## src/rtl/exp_pipe_lanes.sv

```systemverilog
// Three-stage, multi-lane fixed-point e^x (x <= 0) using a piecewise-linear chord table,
// with per-lane positive-input and underflow saturation flags on a shared valid/ready stream.
module exp_pipe_lanes #(
    parameter int                       DATA_W     = 16,
    parameter int                       FRAC_W     = 12,
    parameter int                       LUT_ADDR_W = 7,
    parameter int                       LANES      = 4,
    parameter logic signed [DATA_W-1:0] UF_LIMIT   = 16'sh9000
) (
    input  logic                    clk,
    input  logic                    resetn,
    input  logic                    in_valid,
    output logic                    in_ready,
    input  logic [LANES*DATA_W-1:0] in_data,
    output logic                    out_valid,
    input  logic                    out_ready,
    output logic [LANES*DATA_W-1:0] out_data,
    output logic [LANES-1:0]        out_pos_sat,
    output logic [LANES-1:0]        out_uf
);

    localparam int ROM_DEPTH = 1 << LUT_ADDR_W;
    localparam int SEG_SHIFT = DATA_W - 1 - LUT_ADDR_W;
    localparam int HS        = FRAC_W - SEG_SHIFT;
    localparam int QB        = 30;
    localparam int CS        = QB - FRAC_W - HS;
    localparam int PW        = 2 * DATA_W;
    localparam int RW        = DATA_W + 2;
    localparam logic [DATA_W-1:0]        ONE   = DATA_W'(1) << FRAC_W;
    localparam logic signed [RW-1:0]     R_LSB = RW'(1);
    localparam logic signed [RW-1:0]     R_MAX = RW'(ONE);

    // Chord of e^-t over segment seg in QB-bit fixed point: slope truncated, intercept
    // rounded after folding in the truncated slope so each segment start lands on round(e^-a).
    function automatic logic [PW-1:0] chord_coef(input int seg);
        logic [63:0] term, e_step, e_a, e_b, slope, icpt;
        term   = 64'd1 << QB;
        e_step = term;
        for (int k = 1; k <= 10; k++) begin
            term = term / (64'(k) << HS);
            if (k % 2 == 1) e_step = e_step - term;
            else            e_step = e_step + term;
        end
        e_a = 64'd1 << QB;
        for (int k = 0; k < seg; k++) e_a = (e_a * e_step) >> QB;
        e_b   = (e_a * e_step) >> QB;
        slope = (e_a - e_b) >> CS;
        icpt  = (e_a + ((slope * 64'(seg)) << CS) + (64'd1 << (QB - FRAC_W - 1))) >> (QB - FRAC_W);
        return {DATA_W'(slope), DATA_W'(icpt)};
    endfunction

    logic [PW-1:0] rom_tbl [ROM_DEPTH];
    for (genvar g = 0; g < ROM_DEPTH; g++) begin : g_rom
        localparam logic [PW-1:0] COEF = chord_coef(g);
        assign rom_tbl[g] = COEF;
    end

    logic en;

    logic                    s1_valid_q, s1_valid_d;
    logic [DATA_W-1:0]       s1_m_q [LANES];
    logic [DATA_W-1:0]       s1_m_d [LANES];
    logic [LANES-1:0]        s1_pos_q, s1_pos_d, s1_uf_q, s1_uf_d;

    logic                    s2_valid_q, s2_valid_d;
    logic [DATA_W:0]         s2_prod_q [LANES];
    logic [DATA_W:0]         s2_prod_d [LANES];
    logic [DATA_W-1:0]       s2_icpt_q [LANES];
    logic [DATA_W-1:0]       s2_icpt_d [LANES];
    logic [LANES-1:0]        s2_pos_q, s2_pos_d, s2_uf_q, s2_uf_d;

    logic                    out_valid_q, out_valid_d;
    logic [LANES*DATA_W-1:0] out_data_q, out_data_d;
    logic [LANES-1:0]        out_pos_q, out_pos_d, out_uf_q, out_uf_d;

    logic [PW-1:0]           lane_coef [LANES];
    logic signed [RW-1:0]    lane_r [LANES];

    assign en          = !out_valid_q || out_ready;
    assign in_ready    = en;
    assign out_valid   = out_valid_q;
    assign out_data    = out_data_q;
    assign out_pos_sat = out_pos_q;
    assign out_uf      = out_uf_q;

    always_comb begin
        s1_valid_d = s1_valid_q;
        s1_m_d     = s1_m_q;
        s1_pos_d   = s1_pos_q;
        s1_uf_d    = s1_uf_q;
        if (en) begin
            s1_valid_d = in_valid;
            for (int k = 0; k < LANES; k++) begin
                s1_m_d[k]   = -in_data[k*DATA_W +: DATA_W];
                s1_pos_d[k] = !in_data[k*DATA_W + DATA_W - 1] && (|in_data[k*DATA_W +: DATA_W]);
                s1_uf_d[k]  = $signed(in_data[k*DATA_W +: DATA_W]) < UF_LIMIT;
            end
        end
    end

    always_comb begin
        for (int k = 0; k < LANES; k++) begin
            lane_coef[k] = rom_tbl[s1_m_q[k][DATA_W-2 -: LUT_ADDR_W]];
        end
    end

    always_comb begin
        s2_valid_d = s2_valid_q;
        s2_prod_d  = s2_prod_q;
        s2_icpt_d  = s2_icpt_q;
        s2_pos_d   = s2_pos_q;
        s2_uf_d    = s2_uf_q;
        if (en) begin
            s2_valid_d = s1_valid_q;
            s2_pos_d   = s1_pos_q;
            s2_uf_d    = s1_uf_q;
            for (int k = 0; k < LANES; k++) begin
                s2_icpt_d[k] = lane_coef[k][DATA_W-1:0];
                s2_prod_d[k] = (DATA_W+1)'((PW'(s1_m_q[k]) * PW'(lane_coef[k][PW-1 -: DATA_W])) >> FRAC_W);
            end
        end
    end

    always_comb begin
        for (int k = 0; k < LANES; k++) begin
            lane_r[k] = $signed({2'b00, s2_icpt_q[k]}) - $signed({1'b0, s2_prod_q[k]});
        end
    end

    // Saturation priority: positive input beats underflow beats the clamped chord value.
    always_comb begin
        out_valid_d = out_valid_q;
        out_data_d  = out_data_q;
        out_pos_d   = out_pos_q;
        out_uf_d    = out_uf_q;
        if (en) begin
            out_valid_d = s2_valid_q;
            out_pos_d   = s2_pos_q;
            out_uf_d    = s2_uf_q;
            for (int k = 0; k < LANES; k++) begin
                if (s2_pos_q[k])            out_data_d[k*DATA_W +: DATA_W] = ONE;
                else if (s2_uf_q[k])        out_data_d[k*DATA_W +: DATA_W] = DATA_W'(1);
                else if (lane_r[k] < R_LSB) out_data_d[k*DATA_W +: DATA_W] = DATA_W'(1);
                else if (lane_r[k] > R_MAX) out_data_d[k*DATA_W +: DATA_W] = ONE;
                else                        out_data_d[k*DATA_W +: DATA_W] = lane_r[k][DATA_W-1:0];
            end
        end
    end

    always_ff @(posedge clk or negedge resetn) begin
        if (!resetn) begin
            s1_valid_q  <= 1'b0;
            s1_pos_q    <= '0;
            s1_uf_q     <= '0;
            s2_valid_q  <= 1'b0;
            s2_pos_q    <= '0;
            s2_uf_q     <= '0;
            out_valid_q <= 1'b0;
            out_data_q  <= '0;
            out_pos_q   <= '0;
            out_uf_q    <= '0;
            for (int k = 0; k < LANES; k++) begin
                s1_m_q[k]    <= '0;
                s2_prod_q[k] <= '0;
                s2_icpt_q[k] <= '0;
            end
        end else begin
            s1_valid_q  <= s1_valid_d;
            s1_m_q      <= s1_m_d;
            s1_pos_q    <= s1_pos_d;
            s1_uf_q     <= s1_uf_d;
            s2_valid_q  <= s2_valid_d;
            s2_prod_q   <= s2_prod_d;
            s2_icpt_q   <= s2_icpt_d;
            s2_pos_q    <= s2_pos_d;
            s2_uf_q     <= s2_uf_d;
            out_valid_q <= out_valid_d;
            out_data_q  <= out_data_d;
            out_pos_q   <= out_pos_d;
            out_uf_q    <= out_uf_d;
        end
    end

endmodule

```

## config.mk

```make
export PLATFORM = sky130hd
export DESIGN_NAME = exp_pipe_lanes
export DESIGN_NICKNAME = d
export VERILOG_FILES = /design/src/rtl/exp_pipe_lanes.sv
export SDC_FILE = /design/constraint.sdc
export NUM_CORES = 2
export LEC_CHECK = 0
export ABC_AREA = 1
export BUFFER_PORTS_ARGS = -buffer_cell sky130_fd_sc_hd__buf_2
export CAP_MARGIN = 40
export CORE_AREA = 2 2 342 344
export DETAILED_ROUTE_END_ITERATION = 8
export DIE_AREA = 0 0 344 346
export MAX_ROUTING_LAYER = met4
export PLACE_DENSITY = 0.66
export SLEW_MARGIN = 20
export SYNTH_ARGS = -nofsm -noshare
export SYNTH_HDL_FRONTEND = slang
export SYNTH_SLANG_ARGS = --single-unit
```

## constraint.sdc

```tcl
create_clock -name clk -period 13.2 [get_ports clk]
set_input_delay 0.66 -clock clk [delete_from_list [all_inputs] [get_ports clk]]
set_output_delay 0.66 -clock clk [all_outputs]
set_load 0.02 [all_outputs]
```

Yosys cells after proc, flatten, opt, wreduce, memory -nomap -nowiden
Memory sizes are Yosys's and may differ from the RTL's.
Index checks and enable logic that the tools add are counted.
Operators by class
  mux-type cells: 24
  order comparisons: 16
  bitwise gates (word level): 4
  multiply operators: 4
  reduce and logical (&&, ||, !) cells: 14
  $add $sub $neg: 8
Operators with widths (number)
  $mux 16: 16
  $mux 32: 8
  $mul 16x16->29: 4
  $gt 18x14->1 const B: 4
  $lt 18x2->1 const B: 4
  $sub 16x17->18: 4
  $lt 16x16->1 const B: 4
  $neg 16->16: 4
  $reduce_or 16->1: 4
  $ge 8x8->1 const B: 4
  $not 7->8: 4
  $logic_not 1->1: 5
  $logic_and 1x1->1: 4
  $logic_or 1x1->1: 1
Word-level totals
  output and inout bits: 74
  flip-flop bits (word level): 287
  bits of input ports: 68
  bits in read-only memories: 16384
  logic and storage cells: 96
  memories kept: 4
Memories
  (no name shown): words 128, width 32, read ports 1, clocked after Yosys merged registers in 0, wr ports 0, line 103  | lane_coef[k] = rom_tbl[s1_m_q[k][DATA_W-2 -: LUT_ADDR_W]];
  (no name shown): words 128, width 32, read ports 1, clocked after Yosys merged registers in 0, wr ports 0, line 103
  (no name shown): words 128, width 32, read ports 1, clocked after Yosys merged registers in 0, wr ports 0, line 103
  (no name shown): words 128, width 32, read ports 1, clocked after Yosys merged registers in 0, wr ports 0, line 103

Longest topological paths before layout
  word-level depth: 6
  depth in mapped cells: 41
  depth with buffers taken out: 39

Worst setup path after synthesis
Ideal clock, no wire load.
  kind: register to register
  start: reg s1_m_q[40] (netlist name)
  end: reg s2_prod_q[49] (netlist name)
  cell stages (with the launch flop): 36
  required time: 13.082 ns
  setup slack: 5.837 ns
  setup time: 0.118 ns
  arrival time: 7.245 ns
  clock period less this slack: 7.363 ns
  buffers on the path: 3
  path through: dfrtp_1 buf_4 inv_2 clkbuf_1 ha_1 nand2_1 inv_1 o21ai_0 o211ai_1 nand2_1 nand2_1 nand4_1 nand2_1 inv_1 clkbuf_1 nor2_1 fa_1 inv_1 fa_1 fa_1 inv_1 fa_1 fa_1 inv_1 fa_1 inv_1 ha_1 a21oi_1 inv_1 nor2_1 o21a_1 o21ai_0 a2111oi_0 nand3_1 nand3_1 nand2_1
Between the ends
  word-level cells in the longest chain between the ends: 5
RTL lines
  start: declaration: line 61  | logic [DATA_W-1:0] s1_m_q [LANES];
  start signal: assignment: line 169  | s1_m_q <= s1_m_d;
  $not 7->8 (not written as such): line 103
  $mem_v2 128x32
  $mux 32 (not written as such) (2 in series): line 103
  $mul 16x16->29 *: line 119  | s2_prod_d[k] = (DATA_W+1)'((PW'(s1_m_q[k]) * PW'(lane_coef[k][PW-1 -: DATA_W])) >> FRAC_W);
  end signal: assignment: line 173  | s2_prod_q <= s2_prod_d;
  end: declaration: line 66  | logic [DATA_W:0] s2_prod_q [LANES];
Mark *: on every way between the ends. The rest lies on a longest branch, timed or not. The select of a mux whose other input is x is not followed.
A chain may end at the register's enable or synchronous reset.

Worst setup path in the final report
  start: reg s1_m_q[41] (netlist name)
  end: reg s2_prod_q[49] (netlist name)
Same word-level chain as after synthesis.

==> reports/metrics.cfg <==
[clock_network]
clock_path_buffers = 3
clockRootBuffer = clkbuf_16
cts_tree = built
cts_sinks = 275
cts_buffers = 39
cts_setup_buffers = 0
clk_pin_slew_worst_paths_ns = 0.06
clock_latency_ns = 0.62
hold_buffers = 0
h-tree-depth = 2
cts.repair.resized = 0

[logic_synthesis]
synth-seq-area-share_pct = 13.4
yosysUniqueCellTypes = 76
postSynthRegisterBits = 275
yosys_most_used_dff = dfrtp_1
synthesized_instance_count = 7376
yosys_synthesis_warning_count = 0
postSynth.asyncResetShare_pct = 100
netlist_area_before_placement_um2 = 51400
syn-mean-instance-area_um2 = 6.97
synth_edf_count = 0

[grt]
grt_most_used_layer = met2
global_route.usage.met2_pct = 51.6
initial_antenna_violation_count = 4
first_global_vias = 50703
global_route.usage.met1_pct = 43.7
maximum_number_of_pins_on_one_net_before_global_route_repair = 163
grt_util_met3_pct = 4.98
gr-total-overflow = 0
grt_util_all_layers_pct = 33.2
first_pass_grt_wire_length_um = 298000

[layout]
layout_commonest_cell = nand2_1
drive_gt1_share_pct = 5.12
syn2layout_area_growth_pct = 6.99
fill_cell_total_of_the_finished_layout = 12064
antenna_cells = 0
seqCellArea_um2 = 6890
multi_input_area_um2 = 38100
final_cell_mix = 1,626 x nand2_1, 1,379 x inv_1, 947 x nor2_1
finalNetCount = 8583

[routing]
drt_pass1_iterations = 6
viasPerCell = 5.56
drt_drc_violations_left = 0
routedWlPerCell_um = 21.3
dr.first_iter.drc_count = 4499
drt.antenna.violating_nets = 0
num_vias = 49804
wirelength_um = 190000

[critical_path]
crit_path_max_incr_delay_ns = 0.56
timing.critical_path.fanout_max = 22
timing.critical_path.required_ns = 13.69
crit_path_start_kind = flip-flop
critPathArrivalTime_ns = 9.47
setup.worst_path.end_class = flip-flop
crit_path_top_delay_cell = fa_1
worstSetupPathType = flip-flop to flip-flop

[floorplanning]
pin_count = 142
core-area_um2 = 115000
starting_utilization_of_the_core_area_pct = 44.5
design.die.area_um2 = 119000
die_width_um = 344
floorplan.rows = 125
floorplan.die.height_um = 346

[timing]
setup_total_negative_slack_ns = 0
fmax_mhz = 111
rsz0062_at_grt = no
worst_clock_skew_ns = 0.0242
slew_viol_final = 0
finalCriticalPeriod_ns = 8.98
finalHoldViolations = 0
tightest_slew_ns = 0.937
slew-limit-headroom_pct = 37.5
final.period_utilization_pct = 68.0
timing.final.ws_setup_ns = 4.22
finalSetupViolations = 0

[placed_design]
detailedPlace.worstSlack_ns = 4.00
port_buffers = 141
dp_hpwl_um = 151000
finalWeightedCongestion = 0.994

[flow_run]
cap_violations = 0

[status]
outcome = complete, no violations

[worst_hold_path]
min_path_type = input port to async pin

==> final timing paths <==
path                                        startpoint                         to  slack (ns)  cells after the start
max in group asynchronous                       resetn     s1_m_q[59]$_DFFE_PN0P_       11.71                      2
worst min register to register  s2_valid_q$_DFFE_PN0P_      out_valid$_DFFE_PN0P_        0.47                      2
min in group clk                           in_data[60]     s1_uf_q[3]$_DFFE_PN0P_        0.25                      2
worst max-delay path            s1_m_q[41]$_DFFE_PN0P_  s2_prod_q[49]$_DFFE_PN0P_        4.22                     33
worst min-delay path                            resetn  s2_icpt_q[32]$_DFFE_PN0P_        0.05                      1
worst max register to register  s1_m_q[41]$_DFFE_PN0P_  s2_prod_q[49]$_DFFE_PN0P_        4.22                     33
==> flip-flops by register name, indices dropped and copies added, names as in the netlist <==
signal / count
out_data: 64
out_pos_sat: 4
out_uf: 4
out_valid: 1
s1_m_q: 64
s1_pos_q: 4
s1_uf_q: 4
s1_valid_q: 1
s2_icpt_q: 52
s2_pos_q: 4
s2_prod_q: 68
s2_uf_q: 4
s2_valid_q: 1
==> cells in the mapped netlist, types with 17 or more instances <==
library cell  count  share of area [%]
nand2_1        1626                 12
inv_1          1380                 10
nor2_1          948                6.9
fa_1            568                 22
ha_1            540                 13
o21ai_0         386                3.8
nand3_1         357                3.5
a21oi_1         320                3.1
dfrtp_1         275                 13
clkbuf_1        133               0.97
nor3_1           62               0.60
buf_2            53               0.52
o211ai_1         50               0.73
a31oi_1          48               0.58
o21ai_1          40               0.39
xor2_1           40               0.68
nand4_1          39               0.47
xnor2_1          34               0.58
inv_2            33               0.24
nand3b_1         32               0.47
buf_1            29               0.21
clkinv_1         29               0.21
o22ai_1          27               0.33
o21a_1           25               0.37
o221ai_1         22               0.37
o31ai_1          21               0.31
or2_2            18               0.22
o311ai_0         17               0.29
==> metal layers <==
| layer | share of wire, % | vias to the layer above |
|---|---|---|
| li1 | - | 23228 |
| met1 | 43 | 24064 |
| met2 | 45 | 2080 |
| met3 | 7.7 | 432 |
| met4 | 4.4 | 0 |
| met5 | 0 | - |
==> area by class of cell <==
class | count | area share, %
multi-input cells | 5447 | 69.3
flip-flops and latches | 275 | 12.5
inverters | 1447 | 9.91
well taps | 1524 | 3.47
repair buffers | 197 | 2.20
clock buffers | 53 | 2.11
clock inverters | 17 | 0.480
==> cell families (layout without fill, tap and decap cells) <==
kind of cell | count (synthesis) | after routing | share of synthesized area (%)
xor+xnor | 74 | 74 | 1.26
flops | 275 | 275 | 13.4
compound gates | 1081 | 1081 | 12.3
simple gates | 3152 | 3152 | 25.1
buf+inv | 1684 | 1714 | 12.7
other cells | 2 | 32 | 0.0146
fa+ha+maj | 1108 | 1108 | 35.3
==> per-stage QoR <==
step                      cells  area, µm²  utilization [%]  hold WS [ns]
after floorplan            7406      51500                -         0.364
after global placement     8883      53500             46.3         0.442
after detailed placement   8889      53600             46.4         0.448
after CTS                  8959      55000             47.6        0.0594
after global routing       8960      55000             47.7        0.0929
final                      8960      55000             47.7        0.0504
==> critical path: cells and delay by family, from the launching register on <==
family                   cells  cell delay [ns]
AO/OA/AOI/OAI                6             1.63
flip-flops                   1             0.32
AND/OR/NAND/NOR             11             1.47
adder cells (fa/ha/maj)      8             3.77
buffers and inverters        8             1.71
Power is not shown: default switching activity piles up to over one toggle a cycle in this logic, so the estimate is an artifact.
